`src/rtl/ex_pkg.sv`:
```
// Shared encodings for the execute stage: ALU op codes, multiply/divide ops,
// move-from selects, forwarding selects and the multiply/divide FSM states.
package ex_pkg;

    localparam logic [4:0] ALU_ADD  = 5'd0;
    localparam logic [4:0] ALU_SUB  = 5'd1;
    localparam logic [4:0] ALU_AND  = 5'd2;
    localparam logic [4:0] ALU_OR   = 5'd3;
    localparam logic [4:0] ALU_XOR  = 5'd4;
    localparam logic [4:0] ALU_NOR  = 5'd5;
    localparam logic [4:0] ALU_SLT  = 5'd6;
    localparam logic [4:0] ALU_SLTU = 5'd7;
    localparam logic [4:0] ALU_SLL  = 5'd8;
    localparam logic [4:0] ALU_SRL  = 5'd9;
    localparam logic [4:0] ALU_SRA  = 5'd10;
    localparam logic [4:0] ALU_LUI  = 5'd11;

    localparam logic [1:0] MD_MULT  = 2'b00;
    localparam logic [1:0] MD_MULTU = 2'b01;
    localparam logic [1:0] MD_DIV   = 2'b10;
    localparam logic [1:0] MD_DIVU  = 2'b11;

    localparam logic [1:0] MF_NONE  = 2'b00;
    localparam logic [1:0] MF_HI    = 2'b01;
    localparam logic [1:0] MF_LO    = 2'b10;

    localparam logic [1:0] FWD_REG  = 2'b00;
    localparam logic [1:0] FWD_WB   = 2'b01;
    localparam logic [1:0] FWD_MEM  = 2'b10;
    localparam logic [1:0] FWD_DMEM = 2'b11;

    typedef enum logic [1:0] {
        MD_IDLE = 2'd0,
        MD_RUN  = 2'd1,
        MD_FIX  = 2'd2
    } mdState_t;

endpackage

```
`src/rtl/ex_stage_md_alu.sv`:
```
// Combinational integer ALU; zero latency, no flow control.
// Shifts take the amount from a and the value from b.
module alu #(
    parameter int DW = 32
) (
    input  logic [DW-1:0] a,
    input  logic [DW-1:0] b,
    input  logic [4:0]    op,
    output logic [DW-1:0] y
);
    import ex_pkg::*;

    localparam int SW = $clog2(DW);

    always_comb begin
        y = '0;
        case (op)
            ALU_ADD:  y = a + b;
            ALU_SUB:  y = a - b;
            ALU_AND:  y = a & b;
            ALU_OR:   y = a | b;
            ALU_XOR:  y = a ^ b;
            ALU_NOR:  y = ~(a | b);
            ALU_SLT:  y = {{(DW-1){1'b0}}, $signed(a) < $signed(b)};
            ALU_SLTU: y = {{(DW-1){1'b0}}, a < b};
            ALU_SLL:  y = b << a[SW-1:0];
            ALU_SRL:  y = b >> a[SW-1:0];
            ALU_SRA:  y = $unsigned($signed(b) >>> a[SW-1:0]);
            ALU_LUI:  y = b << (DW / 2);
            default:  y = '0;
        endcase
    end

endmodule

```
`src/rtl/ex_stage_md_md_unit.sv`:
```
// Iterative radix-2 multiply/divide with HI/LO; result lands DW+1 edges after start.
// No backpressure: start/hiloWr are ignored while busy, the hazard unit must stall.
module md_unit #(
    parameter int DW = 32
) (
    input  logic          clk,
    input  logic          rst_n,
    input  logic          start,
    input  logic [1:0]    op,
    input  logic [DW-1:0] opA,
    input  logic [DW-1:0] opB,
    input  logic [1:0]    hiloWr,
    output logic [DW-1:0] hi,
    output logic [DW-1:0] lo,
    output logic          busy,
    output logic          done,
    output logic          dz
);
    import ex_pkg::*;

    localparam int CW = $clog2(DW);

    mdState_t      state, stateNext;
    logic [CW-1:0] cnt;
    logic          isDiv, negA, negB;
    logic [DW-1:0] magA, magB, accHi, accLo;
    logic          inNegA, inNegB;
    logic [DW-1:0] absA, absB;

    // Signed ops work on magnitudes; the sign is restored in FIX.
    assign inNegA = ~op[0] & opA[DW-1];
    assign inNegB = ~op[0] & opB[DW-1];
    assign absA   = inNegA ? -opA : opA;
    assign absB   = inNegB ? -opB : opB;
    assign busy   = (state != MD_IDLE);

    always_ff @(posedge clk or negedge rst_n) begin
        if (!rst_n) state <= MD_IDLE;
        else        state <= stateNext;
    end

    always_comb begin
        stateNext = state;
        case (state)
            MD_IDLE: if (start) stateNext = MD_RUN;
            MD_RUN:  if (cnt == '0) stateNext = MD_FIX;
            MD_FIX:  stateNext = MD_IDLE;
            default: stateNext = MD_IDLE;
        endcase
    end

    logic [DW:0]     mulSum, divShift;
    logic [DW-1:0]   divDiff;
    logic            divGe;
    logic [2*DW-1:0] prodFix;
    logic [DW-1:0]   hiFix, loFix;

    always_comb begin
        mulSum   = {1'b0, accHi} + (accLo[0] ? {1'b0, magA} : '0);
        divShift = {accHi, accLo[DW-1]};
        divGe    = (divShift >= {1'b0, magB});
        divDiff  = divShift[DW-1:0] - magB;
        prodFix  = (negA ^ negB) ? -{accHi, accLo} : {accHi, accLo};
        hiFix    = '0;
        loFix    = '0;
        if (!isDiv) begin
            {hiFix, loFix} = prodFix;
        end else if (magB == '0) begin
            hiFix = negA ? -magA : magA;
            loFix = '1;
        end else begin
            hiFix = negA ? -accHi : accHi;
            loFix = (negA ^ negB) ? -accLo : accLo;
        end
    end

    always_ff @(posedge clk or negedge rst_n) begin
        if (!rst_n) begin
            cnt   <= '0;
            isDiv <= 1'b0;
            negA  <= 1'b0;
            negB  <= 1'b0;
            magA  <= '0;
            magB  <= '0;
            accHi <= '0;
            accLo <= '0;
            hi    <= '0;
            lo    <= '0;
            done  <= 1'b0;
            dz    <= 1'b0;
        end else begin
            done <= 1'b0;
            dz   <= 1'b0;
            case (state)
                MD_IDLE: begin
                    if (start) begin
                        isDiv <= op[1];
                        negA  <= inNegA;
                        negB  <= inNegB;
                        magA  <= absA;
                        magB  <= absB;
                        accHi <= '0;
                        accLo <= op[1] ? absA : absB;
                        cnt   <= CW'(DW - 1);
                    end else begin
                        if (hiloWr[1]) hi <= opA;
                        if (hiloWr[0]) lo <= opA;
                    end
                end
                MD_RUN: begin
                    cnt <= cnt - 1'b1;
                    // Divide shifts the dividend into the remainder; multiply shifts the product right.
                    if (isDiv) begin
                        accHi <= divGe ? divDiff : divShift[DW-1:0];
                        accLo <= {accLo[DW-2:0], divGe};
                    end else begin
                        {accHi, accLo} <= {mulSum, accLo[DW-1:1]};
                    end
                end
                MD_FIX: begin
                    hi   <= hiFix;
                    lo   <= loFix;
                    done <= 1'b1;
                    dz   <= isDiv & (magB == '0);
                end
                default: ;
            endcase
        end
    end

endmodule

```
`src/rtl/ex_stage_md.sv`:
```
// Execute stage: forwarding muxes, ALU and multiply/divide unit; ALU path is combinational.
// Requests an upstream stall when an MD/MF/MT op meets a busy multiply/divide unit.
module ex_stage_md #(
    parameter int DW = 32,
    parameter int AW = 5
) (
    input  logic          clk,
    input  logic          rst_n,
    input  logic [DW-1:0] rs_data,
    input  logic [DW-1:0] rt_data,
    input  logic [DW-1:0] sign_imm,
    input  logic [4:0]    shamt,
    input  logic [AW-1:0] rt_addr,
    input  logic [AW-1:0] rd_addr,
    input  logic          alu_src_a,
    input  logic          alu_src_b,
    input  logic [4:0]    alu_op,
    input  logic          reg_dst,
    input  logic [1:0]    fwd_a,
    input  logic [1:0]    fwd_b,
    input  logic [DW-1:0] alu_res_m,
    input  logic [DW-1:0] wb_data_w,
    input  logic [DW-1:0] dmem_data_m,
    input  logic          md_start,
    input  logic [1:0]    md_op,
    input  logic [1:0]    mf_sel,
    input  logic [1:0]    hilo_wr,
    output logic          zero,
    output logic [DW-1:0] ex_res,
    output logic [AW-1:0] wr_addr,
    output logic [DW-1:0] store_data,
    output logic          md_busy,
    output logic          stall_req,
    output logic          md_done,
    output logic          md_dz
);
    import ex_pkg::*;

    logic [DW-1:0] fwdA, fwdB, aluA, aluB, aluOut, hi, lo, exResRaw;
    logic          mdBusy;

    always_comb begin
        fwdA = rs_data;
        fwdB = rt_data;
        case (fwd_a)
            FWD_WB:   fwdA = wb_data_w;
            FWD_MEM:  fwdA = alu_res_m;
            FWD_DMEM: fwdA = dmem_data_m;
            default:  fwdA = rs_data;
        endcase
        case (fwd_b)
            FWD_WB:   fwdB = wb_data_w;
            FWD_MEM:  fwdB = alu_res_m;
            FWD_DMEM: fwdB = dmem_data_m;
            default:  fwdB = rt_data;
        endcase
    end

    assign aluA = alu_src_a ? {{(DW-5){1'b0}}, shamt} : fwdA;
    assign aluB = alu_src_b ? sign_imm : fwdB;

    alu #(.DW(DW)) uAlu (
        .a  (aluA),
        .b  (aluB),
        .op (alu_op),
        .y  (aluOut)
    );

    md_unit #(.DW(DW)) uMd (
        .clk    (clk),
        .rst_n  (rst_n),
        .start  (md_start),
        .op     (md_op),
        .opA    (fwdA),
        .opB    (fwdB),
        .hiloWr (hilo_wr),
        .hi     (hi),
        .lo     (lo),
        .busy   (mdBusy),
        .done   (md_done),
        .dz     (md_dz)
    );

    always_comb begin
        exResRaw = aluOut;
        if (mf_sel == MF_HI)      exResRaw = hi;
        else if (mf_sel == MF_LO) exResRaw = lo;
    end

    // Combinational outputs are forced quiet while reset is held.
    assign ex_res     = rst_n ? exResRaw : '0;
    assign store_data = rst_n ? fwdB : '0;
    assign wr_addr    = rst_n ? (reg_dst ? rd_addr : rt_addr) : '0;
    assign zero       = rst_n & (aluOut == '0);
    assign md_busy    = mdBusy;
    assign stall_req  = mdBusy & (md_start | (mf_sel == MF_HI) | (mf_sel == MF_LO) | (hilo_wr != 2'b00));

endmodule
```
`config.mk`:
```
export PLATFORM = sky130hd
export DESIGN_NAME = ex_stage_md
export DESIGN_NICKNAME = d
export VERILOG_FILES = /design/src/rtl/ex_pkg.sv /design/src/rtl/ex_stage_md_alu.sv /design/src/rtl/ex_stage_md_md_unit.sv /design/src/rtl/ex_stage_md.sv
export SDC_FILE = /design/constraint.sdc
export NUM_CORES = 2
export LEC_CHECK = 0
export CORE_ASPECT_RATIO = 1.25
export CORE_MARGIN = 4
export CORE_UTILIZATION = 50
export DETAILED_ROUTE_END_ITERATION = 10
export PLACE_DENSITY_LB_ADDON = 0.2
export RECOVER_POWER = 25
export SLEW_MARGIN = 5
export SYNTH_ARGS = -nofsm -noshare
export SYNTH_HDL_FRONTEND = slang
export SYNTH_HIERARCHICAL = 1
export SYNTH_SLANG_ARGS = --single-unit
```
`constraint.sdc`:
```
create_clock -name clk -period 8.6 [get_ports clk]
set_input_delay 1.29 -clock clk [delete_from_list [all_inputs] [get_ports clk]]
set_output_delay 1.29 -clock clk [all_outputs]
set_load 0.1 [all_outputs]
```
---- Word level (Yosys, flattened, before mapping) ----
Cells that the tools add are included.
word-level totals
  flip-flop bits (word level) ............. 204
  input port bits ......................... 228
  output and inout bits ................... 74
  logic and storage cells ................. 127
operators by class
  add/sub/neg operators ................... 11
  order comparisons ....................... 3
  equality and inequality tests ........... 26
  shift operators ......................... 3
  muxes and demuxes ....................... 43
  bitwise operators ....................... 14
  reductions and logical operators ........ 14
operators by type and width
  cell                                           count
  two-way mux 32 bit                             26
  case mux 32 bit (12 select lines)              1
  case mux 32 bit (2 select lines)               4
  case mux 32 bit (3 select lines)               2
  negator 32 bit                                 5
  zero test 32 bit                               2
  less-than comparator 32 bit                    2
  two-way mux 64 bit                             1
  negator 64 bit                                 1
  subtractor 32 bit                              2
  adder 32 x 33 -> 33 bit                        1
  >= comparator 33 x 32 -> 1 bit                 1
  adder 32 bit                                   1
  AND 32 bit                                     1
  inverter 32 bit                                1
  OR 32 bit                                      1
  << shifter 32 x 5 -> 32 bit                    1
  right shift 32 x 5 -> 32 bit                   1
  >>> shifter 32 x 5 -> 32 bit                   1
  bitwise XOR 32 bit                             1
  == test 5 x 3 -> 1 bit, second input constant  4
  == test 5 x 4 -> 1 bit, second input constant  4
  two-way mux 5 bit                              3
  == test 2 bit, second input constant           6
  19 further kinds                               41

---- Depth between registers and ports, before layout ----
  word-level depth ........................ 9
  mapped depth ............................ 22
  mapped depth without buffers ............ 18

---- Modules after synthesis ----
The synthesis kept the hierarchy.
modules (own cells, without submodules)
  module       instances  cells an instance  area each (um^2)  sequential area each (um^2)
  md_unit      1          2211               17291.6           5104.9
  alu          1          1315               8354.3            0.0
  ex_stage_md  1          355                3792.4            0.0

---- Worst setup path after synthesis ----
No wires, ideal clock.
  path kind ............................... input to output
  from .................................... input fwd_a[0]
  to ...................................... output zero
  data arrival time ....................... 8.923 ns
  required time ........................... 7.310 ns
  setup slack ............................. -1.613 ns
  stages on the path ...................... 21
  buffers on the path ..................... 5
  cells stage by stage .................... buf_6 > buf_6 > mux4_2 > mux2_2 > inv_1 > buf_1 > clkbuf_1 > clkbuf_1 > ha_1 > o21ba_2 > or2_4 > a2111oi_4 > a211oi_1 > o41a_1 > o41ai_4 > a311oi_1 > a221o_1 > a221o_1 > nor4_1 > nand4_1 > nor3_1
between the ends
  elaborated cells between the ends (all ways) .. 19
  those cells by class .................... add/sub: 2; order compare: 2; eq/ne: 3; shift: 3; mux: 3; bitwise: 5; reduce/logical: 1
RTL lines
  what                                                     RTL line               source
  from (decl)                                              ex_stage_md.sv:19      input logic [1:0] fwd_a,
  == test 2 bit or == test 2 x 1 -> 1 bit (tied branches)  ex_stage_md.sv:45      case (fwd_a)
  case mux 32 bit (3 select lines) (*)                     ex_stage_md.sv:45
  via fwdA[2]                                              ex_stage_md.sv:39      logic [DW-1:0] fwdA, fwdB, aluA, aluB, aluOut, hi, lo, exResRaw;
  two-way mux 32 bit (*)                                   ex_stage_md.sv:59      assign aluA = alu_src_a ? {{(DW-5){1'b0}}, shamt} : fwdA;
  via aluA[2]                                              ex_stage_md.sv:39
  subtractor 32 bit, or another cell as far along          ex_stage_md_alu.sv:19  ALU_SUB: y = a - b;
  case mux 32 bit (12 select lines) (*)                    ex_stage_md_alu.sv:17  case (op)
  via aluOut[24]                                           ex_stage_md.sv:39
  zero test 32 bit (*)                                     ex_stage_md.sv:94      assign zero = rst_n & (aluOut == '0);
  AND 1 bit (*)                                            ex_stage_md.sv:94
  to (decl)                                                ex_stage_md.sv:28      output logic zero,
Mark *: on every way through the listed nets, which the timed path passes. The rest lies on a longest branch.

---- Worst setup path in the final report ----
  from .................................... input wb_data_w[4]
  to ...................................... output zero
between the ends
  elaborated cells between the ends (all ways) .. 18
  those cells by class .................... add/sub: 2; order compare: 2; shift: 3; mux: 5; bitwise: 5; reduce/logical: 1
RTL lines
  what                                             RTL line               source
  from (decl)                                      ex_stage_md.sv:22      input logic [DW-1:0] wb_data_w,
  case mux 32 bit (3 select lines) (*)             ex_stage_md.sv:51      case (fwd_b)
  via fwdB[4]                                      ex_stage_md.sv:39
  two-way mux 32 bit (*)                           ex_stage_md.sv:60      assign aluB = alu_src_b ? sign_imm : fwdB;
  via aluB[4]                                      ex_stage_md.sv:39
  subtractor 32 bit, or another cell as far along  ex_stage_md_alu.sv:19
  case mux 32 bit (12 select lines) (*)            ex_stage_md_alu.sv:17
  via aluOut[24]                                   ex_stage_md.sv:39
  zero test 32 bit (*)                             ex_stage_md.sv:94
  AND 1 bit (*)                                    ex_stage_md.sv:94
Marks and branches as above.

==> metrics <==
RD Place Congestion=1.111; worst-margin pin slew=between 4 and 5 ns; fin area=roughly 0.035 mm²; layout cells sized above 1=between 10% and 20%; CTS Buffer Depth=3; failing checks=capacitance limit, slew limit; Initial Util=between 50 and 60%; switching power=6.550 mW; number of synthesized flops with an enable pin=0; minimum clock period=8.547 ns; Synth cell types=99; CP top delay family=compound AO/OA/AOI/OAI gates; wire per inst=33.60 µm; status=finished, violations left; Setup Crit Path Kind=in -> out; Comb power frac=70.8%; reg2reg setup slack=3.93 ns; grt peak-use layer=met2; startpoint types=primary input; CP Max Fanout=4; first-pass GRT wire length=230.9 mm; Layout Area Growth over Synthesis=18.76%; Final Hold Viols=0; fin nets=4512; CP max stage delay=0.55 ns; Post-route DRC=0; Clock H-tree levels=1; Worst-Skew Late Latency=0.53 ns; sequential power share=20.5%; Power per Cell Area=332.9 mW/mm²; Port Buffers=roughly 300; aggregate global routing overflow=0; CP Data Required Time=7.31 ns; row count=99; root buffer cell=clkbuf_16; clock power share=under 10%; CP Data Arrival Time=7.26 ns; Pins Over Slew Limit=228; Post-synth top flop=dfrtp_1; TritonCTS Sinks=204; commonest non-fill, non-tap cell in the layout=nand2_1; final setup TNS=0 ns; largest net degree at the start of global routing=89; met3 usage=14.40%; Vias=35110; worst hold slack=0.4834 ns; Final ANT Viol Nets=0; Clock Skew=roughly 0.0092 ns; clk slew on worst S/H paths=0.07 ns; met1 Track Usage GR=53.71%; area of the core=around 0.06 mm²; maximum VDD drop=roughly 0.37 mV; CP max stage cell=clkdlybuf4s50_1; fill count=~5400; synthesized area=0.02944 mm²; Multi-input gate area=0.02264 mm²; Ports=302; CP Buf/Inv Count=4; Die Height=279.3 µm; Final Setup Violations=0; Syn Inst Count=slightly below 4000; die area=0.06285 mm²; GR Util met2=78.17%; CP most frequent cell=a221o_1; Synth Area per Inst=approximately 7.6 µm²; crit end category=output pin; drt pass-1 iters=9; initial antenna violation count=13; CTS tree=built; commonest cells after routing, fill and taps aside=nand2_1 (408), o21ai_0 (360), nor2_1 (330), a21oi_1 (307), clkdlybuf4s50_1 (259); switching share of power=between 50% and 60%; post-synthesis register bit count=204; syn nets=4281; crit share post-route=between 90 and 100%; Detailed Route Iter0 Violations=5523; vias per inst=7.177; Post-DP HPWL=129.2 mm; CTS Buf Count=20; Max Cap Viol=4; Hold/Removal Path Class=reg -> reg; All-Layer GR Usage=between 40% and 50%; post-placement cell area=0.03414 mm²; ys async rst share=100.0%; Max Clk Rate=117.0 MHz; critical path, cell by cell=clkdlybuf4s50_1, mux4_2, mux2_2, inv_1, ha_1, or3_1, or2_4, a2111oi_4, a211oi_1, buf_4, o41a_1, o41ai_4, a311oi_2, a221o_1, a221o_1, nor4_1, nand4_1, nor3_4, buf_12; Seq/Total Area, Yosys=17.34%; Reg area=0.005110 mm²; Synthesis Warnings=6; P_leak=14.64 nW; slew margin rel.=-207.0%; Int Power=slightly above 5 mW; final wirelength=164.4 mm; vias in the first global route=approximately 33000; width of the die=225.0 µm
==> worst reg2reg max path: cells and delay by family, from the launching register on <==
family,cells,cell delay (ns)
AOI/OAI and AO/OA,8,2.84
DFF,1,0.45
and+or+nand+nor,2,0.49
adders and majority gates,2,0.64
buffers and inverters,2,0.19
==> metal layers <==
layer | up-vias | wire length, µm
met1 | 16540 | 52950
met2 | 2777 | 72620
met5 | - | 67
met4 | 8 | 20200
li1 | 14800 | -
met3 | 987 | 18550
==> per-stage QoR <==
stage / total power, mW / utilization, % / worst slack (ns) / instances
global placement: 10.13 / 58.52 / 0.08644 / 4844
detailed placement: 10.20 / 58.52 / 0.02310 / 4844
floorplan: 7.311 / - / 0.01321 / 3881
finish: 11.64 / 59.92 / 0.05267 / 4892
global route: 12.10 / 59.88 / -0.01077 / 4883
CTS: 11.24 / 59.80 / 0.03550 / 4880
==> kinds of logic after synthesis <==
kind of cell,synth area share (%)
xor+xnor,6.813
flops,17.34
fa+ha+maj,7.412
mux,14.35
buf+inv,6.167
simple gates,20.22
compound gates,27.69
==> synthesized netlist by cell type (32+ instances only) <==
master / instances / share of area, %
xor2_1: 106 / 3.2
a21o_1: 36 / 0.92
nand2b_1: 40 / 0.85
dfrtp_1: 204 / 17
inv_1: 163 / 2.1
o211a_1: 32 / 1.1
nand3_1: 71 / 1.2
nor2_1: 334 / 4.3
ha_1: 168 / 7.1
buf_1: 37 / 0.47
nor2b_1: 52 / 1.1
o21ai_0: 360 / 6.1
xnor2_1: 123 / 3.7
clkbuf_1: 234 / 3.0
nor3_1: 70 / 1.2
or3_1: 37 / 0.79
nor4_1: 45 / 0.96
and2_1: 43 / 0.91
a31oi_1: 37 / 0.79
nand2_1: 408 / 5.2
a21oi_1: 308 / 5.2
mux2_2: 91 / 3.5
a211oi_1: 77 / 2.0
o22ai_1: 56 / 1.2
mux4_2: 86 / 6.6
mux2i_1: 121 / 4.1
o211ai_1: 44 / 1.1
a221oi_1: 44 / 1.3
==> path summary, 6_finish.rpt <==
check | startpoint | to | cells after the start
min in group asynchronous | rst_n | uMd/hi[6]$_DFFE_PN0P_ | 1
max reg2reg | uMd/accLo[0]$_DFFE_PN0P_ | uMd/accHi[31]$_DFFE_PN0P_ | 14
min | uMd/lo[4]$_DFFE_PN0P_ | uMd/lo[4]$_DFFE_PN0P_ | 2
max in group asynchronous | rst_n | uMd/isDiv$_DFFE_PN0P_ | 3
min reg2reg | uMd/lo[4]$_DFFE_PN0P_ | uMd/lo[4]$_DFFE_PN0P_ | 2
max | wb_data_w[4] | zero | 19
==> flip-flops by register name (all words and copies together), names as in the netlist <==
name       cells
uMd/isDiv      1
uMd/accLo     32
uMd/magB      32
uMd/dz         1
uMd/hi        32
uMd/lo        32
uMd/negA       1
uMd/magA      32
uMd/state      2
uMd/accHi     32
uMd/cnt        5
uMd/negB       1
uMd/done       1
==> power groups by stage <==
stage	registers, mW	logic [mW]	clock network [mW]
floorplan	1.79	5.52	0
global placement	2.31	7.82	0
detailed placement	2.32	7.88	0
CTS	2.31	7.92	1.01
global route	2.38	8.67	1.05
finish	2.39	8.24	1.01
==> repair_timing <==
action                                  4_1_cts  5_1_grt
endpoints found under the setup margin        1        3
gates resized for setup                       1       14
hold buffers                                  0        0
pin swaps                                     0        8
buffers inserted                              0        3
==> final cells by class <==
class / count / share of cell area [%]
diodes: 9 / 0.06442
clock buffers: 24 / 1.621
clock inverters: 12 / 0.5011
inverters: 166 / 1.782
multi-input cells: 3216 / 64.76
flip-flops and latches: 204 / 14.62
well taps: 757 / 2.709
repair buffers: 504 / 13.95
Power figures use the tool's default switching activity.
